`config.mk`:
```
export PLATFORM = sky130hd
export DESIGN_NAME = pipeline_hazard_ctrl
export DESIGN_NICKNAME = d
export VERILOG_FILES = /design/src/rtl/pipeline_hazard_ctrl.sv
export SDC_FILE = /design/constraint.sdc
export NUM_CORES = 1
export LEC_CHECK = 0
export ABC_AREA = 1
export CORE_UTILIZATION = 34
export DETAILED_ROUTE_END_ITERATION = 6
export GPL_TIMING_DRIVEN = 1
export PLACE_DENSITY = 0.69
export SYNTH_ARGS = -nofsm -noshare
export SYNTH_HDL_FRONTEND = slang
export SYNTH_SLANG_ARGS = --single-unit
```
`constraint.sdc`:
```
create_clock -name clk -period 3.2 [get_ports clk]
set_input_delay 0.64 -clock clk [delete_from_list [all_inputs] [get_ports clk]]
set_output_delay 0.64 -clock clk [all_outputs]
set_load 0.005 [all_outputs]
```
`src/rtl/pipeline_hazard_ctrl.sv`:
```
// -----------------------------------------------------------------------------
// pipeline_hazard_ctrl
//
// Generates the stall/flush controls for an in-order pipelined core:
//   - load-use hazard between ID and a load in EX (one bubble cycle)
//   - taken-branch redirect from EX (flush held for FLUSH_CYCLES cycles)
//   - data-memory wait states (full freeze until ready or timeout)
// Also keeps a saturating count of stall cycles and a sticky timeout flag.
//
// Ports
//   clk, reset         clock; synchronous active-low reset
//   id_*               ID-stage instruction: valid, sources, source usage
//   ex_*               EX-stage instruction: valid, load flag, rd, branch taken
//   mem_req/mem_ready  MEM-stage data access handshake
//   stall, flush       freeze / kill IF/ID
//   pc_write_en        PC update enable
//   ifid_write_en      IF/ID register write enable
//   idex_bubble        insert NOP into ID/EX
//   mem_timeout        sticky: a memory wait ran for MAX_MEM_WAIT cycles
//   stall_count        saturating number of cycles with stall=1
// -----------------------------------------------------------------------------
module pipeline_hazard_ctrl #(
  parameter int REG_AW       = 5,
  parameter int FLUSH_CYCLES = 2,
  parameter int MAX_MEM_WAIT = 8,
  parameter int CNT_W        = 16
) (
  input  logic              clk,
  input  logic              reset,
  input  logic              id_valid,
  input  logic [REG_AW-1:0] id_rs1,
  input  logic [REG_AW-1:0] id_rs2,
  input  logic              id_uses_rs1,
  input  logic              id_uses_rs2,
  input  logic              ex_valid,
  input  logic              ex_mem_read,
  input  logic [REG_AW-1:0] ex_rd,
  input  logic              ex_branch_taken,
  input  logic              mem_req,
  input  logic              mem_ready,
  output logic              stall,
  output logic              flush,
  output logic              pc_write_en,
  output logic              ifid_write_en,
  output logic              idex_bubble,
  output logic              mem_timeout,
  output logic [CNT_W-1:0]  stall_count
);

  localparam int FCW = $clog2(FLUSH_CYCLES + 1);
  localparam int WCW = $clog2(MAX_MEM_WAIT + 1);
  localparam logic [FCW-1:0]   FRELOAD = FCW'(FLUSH_CYCLES - 1);
  localparam logic [WCW-1:0]   WMAX    = WCW'(MAX_MEM_WAIT);
  localparam logic [CNT_W-1:0] CNT_MAX = '1;

  typedef enum logic [1:0] {
    ST_RUN      = 2'd0,
    ST_LOAD_USE = 2'd1,
    ST_FLUSH    = 2'd2,
    ST_MEM_WAIT = 2'd3
  } state_t;

  state_t           state_q, state_d;
  logic [FCW-1:0]   fcnt_q, fcnt_d;
  logic [WCW-1:0]   wcnt_q, wcnt_d;
  logic             mem_timeout_q, mem_timeout_d;
  logic [CNT_W-1:0] stall_count_q, stall_count_d;
  logic             hz;

  assign hz = id_valid & ex_valid & ex_mem_read & (ex_rd != '0) &
              ((id_uses_rs1 & (id_rs1 == ex_rd)) | (id_uses_rs2 & (id_rs2 == ex_rd)));

  always_comb begin
    state_d       = state_q;
    fcnt_d        = fcnt_q;
    wcnt_d        = wcnt_q;
    mem_timeout_d = mem_timeout_q;
    stall         = 1'b0;
    flush         = 1'b0;
    pc_write_en   = 1'b1;
    ifid_write_en = 1'b1;
    idex_bubble   = 1'b0;

    unique case (state_q)
      ST_RUN, ST_LOAD_USE: begin
        if (ex_branch_taken) begin
          flush       = 1'b1;
          idex_bubble = 1'b1;
          if (FLUSH_CYCLES > 1) begin
            state_d = ST_FLUSH;
            fcnt_d  = FRELOAD;
          end else begin
            state_d = ST_RUN;
          end
        end else if (mem_req && !mem_ready) begin
          stall         = 1'b1;
          pc_write_en   = 1'b0;
          ifid_write_en = 1'b0;
          state_d       = ST_MEM_WAIT;
          wcnt_d        = WCW'(1);
        end else if (hz && (state_q == ST_RUN)) begin
          // In LOAD_USE the load has already advanced to MEM and is forwarded,
          // so the same register match must not stall a second time.
          stall         = 1'b1;
          pc_write_en   = 1'b0;
          ifid_write_en = 1'b0;
          idex_bubble   = 1'b1;
          state_d       = ST_LOAD_USE;
        end else begin
          state_d = ST_RUN;
        end
      end

      ST_FLUSH: begin
        flush       = 1'b1;
        idex_bubble = 1'b1;
        if (ex_branch_taken) begin
          fcnt_d = FRELOAD;
        end else if (fcnt_q == FCW'(1)) begin
          state_d = ST_RUN;
        end else begin
          fcnt_d = fcnt_q - 1'b1;
        end
      end

      ST_MEM_WAIT: begin
        // EX is frozen here, so branch and load-use are re-evaluated in RUN.
        if (mem_ready) begin
          state_d = ST_RUN;
        end else if (wcnt_q == WMAX) begin
          // Give up: release the pipeline and flag the timeout.
          mem_timeout_d = 1'b1;
          state_d       = ST_RUN;
        end else begin
          stall         = 1'b1;
          pc_write_en   = 1'b0;
          ifid_write_en = 1'b0;
          wcnt_d        = wcnt_q + 1'b1;
        end
      end

      default: state_d = ST_RUN;
    endcase

    // Outputs are forced idle while reset is held, independent of state.
    if (!reset) begin
      stall         = 1'b0;
      flush         = 1'b0;
      pc_write_en   = 1'b0;
      ifid_write_en = 1'b0;
      idex_bubble   = 1'b0;
    end

    stall_count_d = stall_count_q;
    if (stall && (stall_count_q != CNT_MAX)) begin
      stall_count_d = stall_count_q + 1'b1;
    end
  end

  always_ff @(posedge clk) begin
    if (!reset) begin
      state_q       <= ST_RUN;
      fcnt_q        <= '0;
      wcnt_q        <= '0;
      mem_timeout_q <= 1'b0;
      stall_count_q <= '0;
    end else begin
      state_q       <= state_d;
      fcnt_q        <= fcnt_d;
      wcnt_q        <= wcnt_d;
      mem_timeout_q <= mem_timeout_d;
      stall_count_q <= stall_count_d;
    end
  end

  assign mem_timeout = mem_timeout_q;
  assign stall_count = stall_count_q;

endmodule

```
* Word level (Yosys, flattened, before mapping) *
Index checks and enable logic that the tools add are counted.

word-level totals
  flip-flop bits (word level) = 25
  latch bits = 0
  bits in writable memories = 0
  memory bits (read-only) = 0
  output and inout port bits = 22
  logic and storage cells = 84
  memories = 0

cells by class
  $add $sub $neg = 3
  $mul = 0
  div/mod/pow operators = 0
  magnitude comparators = 0
  eq/ne operators = 17
  shift-type cells = 0
  mux-type cells = 38
  bitwise gates (word level) = 8
  reductions and logical operators = 13

operators by type and width
  cell                                            count
  2-to-1 mux 1 bit                                18
  2-to-1 mux 2 bit                                9
  adder 16 x 1 -> 16 bit (second input constant)  1
  2-to-1 mux 4 bit                                4
  != test 16 bit (second input constant)          1
  != test 2 bit (second input constant)           7
  == test 5 bit                                   2
  AND reduction 3 bit                             3
  case mux 1 bit (2 select lines)                 4
  case mux 4 bit (2 select lines)                 1
  AND 1 bit                                       6
  != test 3 bit (second input constant)           2
  case mux 2 bit (3 select lines)                 1
  AND reduction 5 bit                             1
  nonzero test 5 bit                              1
  adder 4 x 1 -> 4 bit (second input constant)    1
  == test 2 x 1 -> 1 bit (second input constant)  2
  == test 2 bit (second input constant)           2
  == test 4 bit (second input constant)           1
  case mux 2 bit (2 select lines)                 1
  nonzero test 2 bit                              2
  logical AND 1 bit                               3
  logical NOT 2 bit                               1
  OR reduction 2 bit                              1
  4 further kinds                                 4

* Depth between registers and ports, before layout *
Gate-level depths: netlist (run 1).

  word-level depth = 11
  gate-level depth with buffers = 14
  depth with buffers taken out = 14

* Least setup slack after synthesis (run 1) *
No wires, ideal clock.

  kind = input to output
  from = input port id_rs2[0]
  to = output port pc_write_en
  arrival time = 1687 ps
  setup slack = 873 ps
  cell stages on the path = 13
  path buffers = 2
  cell sequence = inv_1 -> nand2_1 -> nand2_1 -> nor2_1 -> nand3_1 -> nand2_1 -> nand2_1 -> nand2_1 -> nand2_1 -> nand2_2 -> buf_2 -> nor2_1 -> buf_4

between the ends
  longest elaborated chain between the ends = 10

RTL lines
  element                          line  RTL
  from (decl)                      32    input logic [REG_AW-1:0] id_rs2,
  == test 5 bit                    71    ((id_uses_rs1 & (id_rs1 == ex_rd)) | (id_uses_rs2 & (id_rs2 == ex_rd)));
  AND 1 bit                        71
  OR 1 bit                         71
  AND 1 bit                        70    assign hz = id_valid & ex_valid & ex_mem_read & (ex_rd != '0) &
  logical AND 1 bit                101   end else if (hz && (state_q == ST_RUN)) begin
  2-to-1 mux 1 bit (3 in series)   -
  case mux 1 bit (2 select lines)  -
  2-to-1 mux 1 bit                 -
  to (decl)                        43    output logic pc_write_en,

No other way between the ends.

* Worst setup path after layout (run 1) *
  from = input port id_rs2[0]
  to = output port pc_write_en

between the ends
  longest elaborated chain between the ends = 10

RTL lines
  element                          line  RTL
  == test 5 bit                    71
  AND 1 bit                        71
  OR 1 bit                         71
  AND 1 bit                        70
  logical AND 1 bit                101
  2-to-1 mux 1 bit                 101
  2-to-1 mux 1 bit                 95    end else if (mem_req && !mem_ready) begin
  2-to-1 mux 1 bit                 86    if (ex_branch_taken) begin
  case mux 1 bit (2 select lines)  84    unique case (state_q)
  2-to-1 mux 1 bit                 146   if (!reset) begin

No other way between the ends.

==> results of run 1 <==
==> cell usage after synthesis, types with 2 or more instances <==
cell      number
nand2_2        2
xnor2_1        3
a21oi_1       20
nand3_4        2
dfxtp_1       25
xor2_1        10
nand4_1       19
nor3_1         5
clkbuf_1       5
inv_1         35
nand3_1       11
o21ai_0        4
ha_1           4
nor2_1        29
nand2_1       79
inv_2          8
==> worst max path at each step <==
stage | from | to | cells past startpoint
6_report | id_rs2[0] | pc_write_en | 12
4_1_cts | ex_rd[4] | stall | 12
3_3_place_gp | ex_rd[4] | stall | 12
3_5_place_dp | ex_rd[4] | stall | 12
2_1_floorplan | id_rs2[0] | pc_write_en | 13
5_1_grt | id_rs2[4] | ifid_write_en | 13
==> through the flow <==
stage               power, W  hold WS, ns  area (um2)  worst slack, ns  std cells
floorplan           0.000385        0.440        1700            0.873        270
global route        0.000658        0.516        2310           0.0380        383
finish              0.000628        0.471        2310            0.227        383
detailed placement  0.000441        0.462        2230           0.0284        379
global placement    0.000440        0.458        2230          0.00812        379
CTS                 0.000630        0.476        2270          0.00820        383
==> sequential cells by signal, indices dropped and copies added (netlist names) <==
| signal | count |
|---|---|
| stall_count | 16 |
| wcnt_q | 4 |
| mem_timeout | 1 |
| state_q | 2 |
| fcnt_q | 2 |
==> area by class of cell <==
cell class              count  area (um2)  area share
well taps                  67        83.8      0.0364
flip-flops and latches     25         500       0.217
inverters                  43         161      0.0700
multi-input cells         194        1010       0.437
repair buffers             50         508       0.220
clock buffers               4        45.0      0.0195
==> power by group through the flow <==
stage                     sequential (W)  combinational, W  clock [W]
after floorplan                 0.000328         0.0000569          0
final                           0.000322          0.000113   0.000193
after CTS                       0.000322          0.000113   0.000196
after global placement          0.000329          0.000111          0
after detailed placement        0.000329          0.000112          0
after global routing            0.000323          0.000128   0.000208
==> logic make-up (layout without fill, tap and decap cells) <==
logic type	after synthesis	after routing	share of synthesized area
and+or+nand+nor	151	151	0.408
buffers and inverters	51	97	0.120
AOI/OAI and AO/OA	26	26	0.0797
DFF	25	25	0.295
xor gates and xnor gates	13	13	0.0672
adders and majority gates	4	4	0.0295
==> critical path: stages <==
cell and delay, ns:
clkdlybuf4s50_1 0.45, inv_1 0.05, nor2_1 0.11, nor2_2 0.06
nand3_1 0.07, nand2_1 0.05, nand2_1 0.07, nand2_1 0.06
nand2_2 0.09, nand2_2 0.08, nor2_4 0.09, clkdlybuf4s50_1 0.50
==> per-layer routing <==
metal / share of wire / global-route usage
met1: 0.51 / 0.218
met2: 0.43 / 0.243
met3: 0.044 / 0.0152
met4: 0.013 / 0.0523
met5: 0 / 0
==> results.md, run 1 <==
* Status: completed
* Post-CTS Setup Bufs at 0
* Total Neg Setup Slack at 0 ns
* Syn avg cell area at 6.28 um2
* Yosys warning count at 0
* Worst ir drop on vdd at 0.000169 V
* Crit-path max FO at 3
* Fmax achieved at 336 MHz
* Most used flip-flop cell after synthesis: dfxtp_1
* Clk_skew at 0.00201 ns
* Max cap viols at 0
* GR Util All Layers at 0.154
* Reg-to-Reg End: stall_count[3]
* Minimum clock period at 2.97 ns
* Setup slack, reg-to-reg at 1.11 ns
* Grt ovf at 0
* Count of cell types in the netlist at 25
* Detail Placement HPWL at 2.96 mm
* Die height at 72.6 um
* Net Count, Synth at 299
* Worst-Margin Slew at 0.450 ns
* Via density at 4.60
* Cell accounting for the most synthesized area: dfxtp_1
* Detailed Route WL at 3.95 mm
* IO Port Bufs at 46
* Final period utilization at 0.929
* Core area at 4750 um2
* Reg2Reg Depth at 9
* Hold path start: fcnt_q[1]
* RR Startpoint: stall_count[1]
* Most frequent cells in the layout: 78 x nand2_1, 39 x clkdlybuf4s50_1, 35 x inv_1, 27 x nor2_1, 25 x dfxtp_1
* CTS hold repair buffers at 0
* Floorplan row count at 25
* Final nets at 346
* Largest cells by area after synthesis: dfxtp_1 30%, nand2_1 17%, inv_1 7.7%, nand4_1 7.0%, nor2_1 6.4%
* Internal at 0.000463 W
* Clock Path Buffers at 2
* Hold path depth at 2
* Clock power share at 0.307
* Switching power at 0.000166 W
* Global-route wire length before repair at 6.54 mm
* Comb power frac at 0.180
* H-tree lvl count at 1
* Worst-path clk slew at 0.09 ns
* Post-synth ARST share at 0
* Clock latency on the worst-skew pair at 0.27 ns
* I/O Pins at 47
* Flop pwr share at 0.513
* RSZ-0062 raised after global routing: no
* Per-cell routed wire length at 10.3 um
* Final Max Slew Viols at 0
* Most common cell after layout, fill and taps aside: nand2_1
* Worst Path Arrival at 2.33 ns
* Gpl congestion at 0.806
* Largest net degree at the start of global routing at 21
* Root buf cell: clkbuf_8
* Final-report hold violation count at 0
* Total CTS buffers at 3
* CTS tree: done
* Sink Count at 25
* Synthesized netlist cell count at 270
* Initial Util at 0.357
* LEAKAGE at 1.07 nW
* CP required at 2.56 ns
* Vias post-DR at 1762
* Max-slew headroom at 0.697
* Initial antenna violation count at 0
* Post-synthesis register bit count at 25
* Post-synth top area share at 0.295
* Post-layout util at 0.485
* Vias in the first global route at 1514
* Die W at 72.6 um
* Synth-to-layout area growth at 36.0%
* Fill cells at 504
* Crit. End Element: output pin
* Gates resized, CTS repair at 0
* Layout cells sized above 1 at 0.0791
* Antenna Nets Post-Route at 0
* EDFF count, synth at 0
* Hold endpoint: fcnt_q[1]
* DIE AREA at 5270 um2
* Post-synth design cell area at 1700 um2
* Critical Path Start Type: input port
* Sequential-to-total area share from yosys stat at 0.295
* Switch share at 0.264
* Post-route DRC at 0
* Tightest Hold Check Type: reg2reg
* CP Class: in2out
* DRT iter0 DRCs at 55
* Power Density at 272 nW/um2
* Antenna fix cells at 0
* Final setup fails at 0
* Pre-antenna DRT Iters at 5
Power figures use the tool's default switching activity.
==> inputs of run 2 (changes only) <==
--- a/config.mk
+++ b/config.mk
@@ -6,10 +6,12 @@
 export NUM_CORES = 1
 export LEC_CHECK = 0
 export ABC_AREA = 1
+export CAP_MARGIN = 20
 export CORE_UTILIZATION = 34
 export DETAILED_ROUTE_END_ITERATION = 6
 export GPL_TIMING_DRIVEN = 1
 export PLACE_DENSITY = 0.69
+export SKIP_LAST_GASP = 1
 export SYNTH_ARGS = -nofsm -noshare
 export SYNTH_HDL_FRONTEND = slang
 export SYNTH_SLANG_ARGS = --single-unit
==> results of run 2 <==
No change in the layout: final DEF, timing and power equal those of run 1.
==> inputs of run 3 (changes only) <==
--- a/config.mk
+++ b/config.mk
@@ -6,10 +6,10 @@
 export NUM_CORES = 1
 export LEC_CHECK = 0
 export ABC_AREA = 1
-export CAP_MARGIN = 20
 export CORE_UTILIZATION = 34
+export CTS_CLUSTER_SIZE = 40
 export DETAILED_ROUTE_END_ITERATION = 6
-export GPL_TIMING_DRIVEN = 1
+export GPL_TIMING_DRIVEN = 0
 export PLACE_DENSITY = 0.69
 export SKIP_LAST_GASP = 1
 export SYNTH_ARGS = -nofsm -noshare
==> run 3 against run 2 <==
Net effect: routed wire length is 3.0% higher; final cell count up 1.3%; maximum frequency fell by 0.68%; setup slack worse by 0.020 ns; critical path depth unchanged; largest power group unchanged.
==> results.md, run 3 (same netlist as run 1, synthesis figures left out) <==
* LEAKAGE at 1.06 nW
* Final nets at 351
* Root buf cell: clkbuf_8
* Post-Layout Cell Count at 388
* Per-cell routed wire length at 10.5 um
* Vias in the first global route at 1590
* Tightest Hold Check Type: reg2reg
* Detail Placement HPWL at 3.13 mm
* Antenna fix cells at 0
* Final Instance Area at 2320 um2
* Setup slack, reg-to-reg at 1.09 ns
* Vias post-DR at 1769
* Core area at 4750 um2
* Crit. End Element: output pin
* Worst-Margin Slew at 0.509 ns
* Post-layout util at 0.489
* Most frequent cells in the layout: 78 x nand2_1, 38 x clkdlybuf4s50_1, 35 x inv_1, 27 x nor2_1, 25 x dfxtp_1
* Placed cells at 383
* H-tree lvl count at 1
* Minimum clock period at 2.99 ns
* Worst Path Arrival at 2.35 ns
* Final period utilization at 0.935
* Max-slew headroom at 0.657
* Gpl congestion at 0.878
* CP Class: in2out
* Die height at 72.6 um
* Critical Path Start Type: input port
* Sink Count at 25
* Initial antenna violation count at 0
* Clock latency on the worst-skew pair at 0.27 ns
* Most common cell after layout, fill and taps aside: nand2_1
* Floorplan row count at 25
* CTS hold repair buffers at 0
* Initial Util at 0.357
* Post-route DRC at 0
* Clock Path Buffers at 2
* Max cap viols at 0
* GR Util All Layers at 0.162
* Fmax achieved at 334 MHz
* Global-route wire length before repair at 6.85 mm
* Status: completed
* DIE AREA at 5270 um2
* IO Port Bufs at 46
* CTS tree: done
* Final Max Slew Viols at 0
* Via density at 4.56
* Worst-path clk slew at 0.08 ns
* Grt ovf at 0
* Dpl ws at -0.358 ns
* Max reg flops at 16
* WHS at 0.471 ns
* Detailed Route WL at 4.07 mm
* Worst ir drop on vdd at 0.000129 V
* Pre-antenna DRT Iters at 4
* Die W at 72.6 um
* Area after DPL at 2240 um2
* Power Density at 270 nW/um2
* Synth-to-layout area growth at 37.0%
* Layout cells sized above 1 at 0.0779
* I/O Pins at 47
* Clk_skew at 0.00646 ns
* Total CTS buffers at 3
* DRT iter0 DRCs at 70
* Final setup fails at 0
* RSZ-0062 raised after global routing: no
* Final-report hold violation count at 0
* Worst setup margin at 0.207 ns
* CP required at 2.56 ns
* Largest net degree at the start of global routing at 16
* Crit-path max FO at 2
* Antenna Nets Post-Route at 0
run 3: final cells by class:
cell class	instances	area (um2)
buffer	7	37.5
fill	493	2430
multi-input combinational	194	1010
timing repair buffer	48	488
clock buffer	4	45.0
sequential	25	500
inverter	43	161
tap	67	83.8
run 3: power breakdown:
part	switching, W	leakage [nW]	total, W	internal, W
combinational	0.0000563	0.838	0.000113	0.0000570
clock	0.000102	0.0228	0.000192	0.0000892
sequential	0.00000517	0.202	0.000322	0.000317
run 3: timing repair:
item                                    CTS  global route
resized for setup                         5             8
endpoints found under the setup margin    3             3
pin swaps                                 2             1
buffers inserted                          1             1
run 3: worst paths after layout:
path / to / cells past startpoint / start
worst max-delay path: idex_bubble / 12 / id_rs2[3]
worst min-delay path: fcnt_q[1] / 2 / fcnt_q[1]
worst max register to register: stall_count[3] / 9 / stall_count[0]
worst min register to register: fcnt_q[1] / 2 / fcnt_q[1]
run 3: stage by stage:
stage | power, W | TNS, ns
floorplan | 0.000385 | 0
global placement | 0.000441 | -0.589
detailed placement | 0.000442 | -0.633
CTS | 0.000633 | 0
global route | 0.000657 | 0
finish | 0.000627 | 0
run 3: routing by layer:
metal,GRT usage,vias to the layer above,share of wire
met4,0.0523,0,0.0054
met3,0.0180,2,0.043
met1,0.228,769,0.50
met2,0.260,42,0.45
li1,-,956,-
met5,0,-,0
run 3: worst max-delay path, stage by stage:
cell and delay (ns):
clkdlybuf4s50_1 0.48, inv_1 0.04, nand2_1 0.05, nand2_1 0.05, nor2_1 0.09, nand3_1 0.08
nand2_1 0.07, nand2_1 0.07, o21ai_0 0.14, nand2_1 0.06, nor2_1 0.09, clkdlybuf4s50_1 0.50
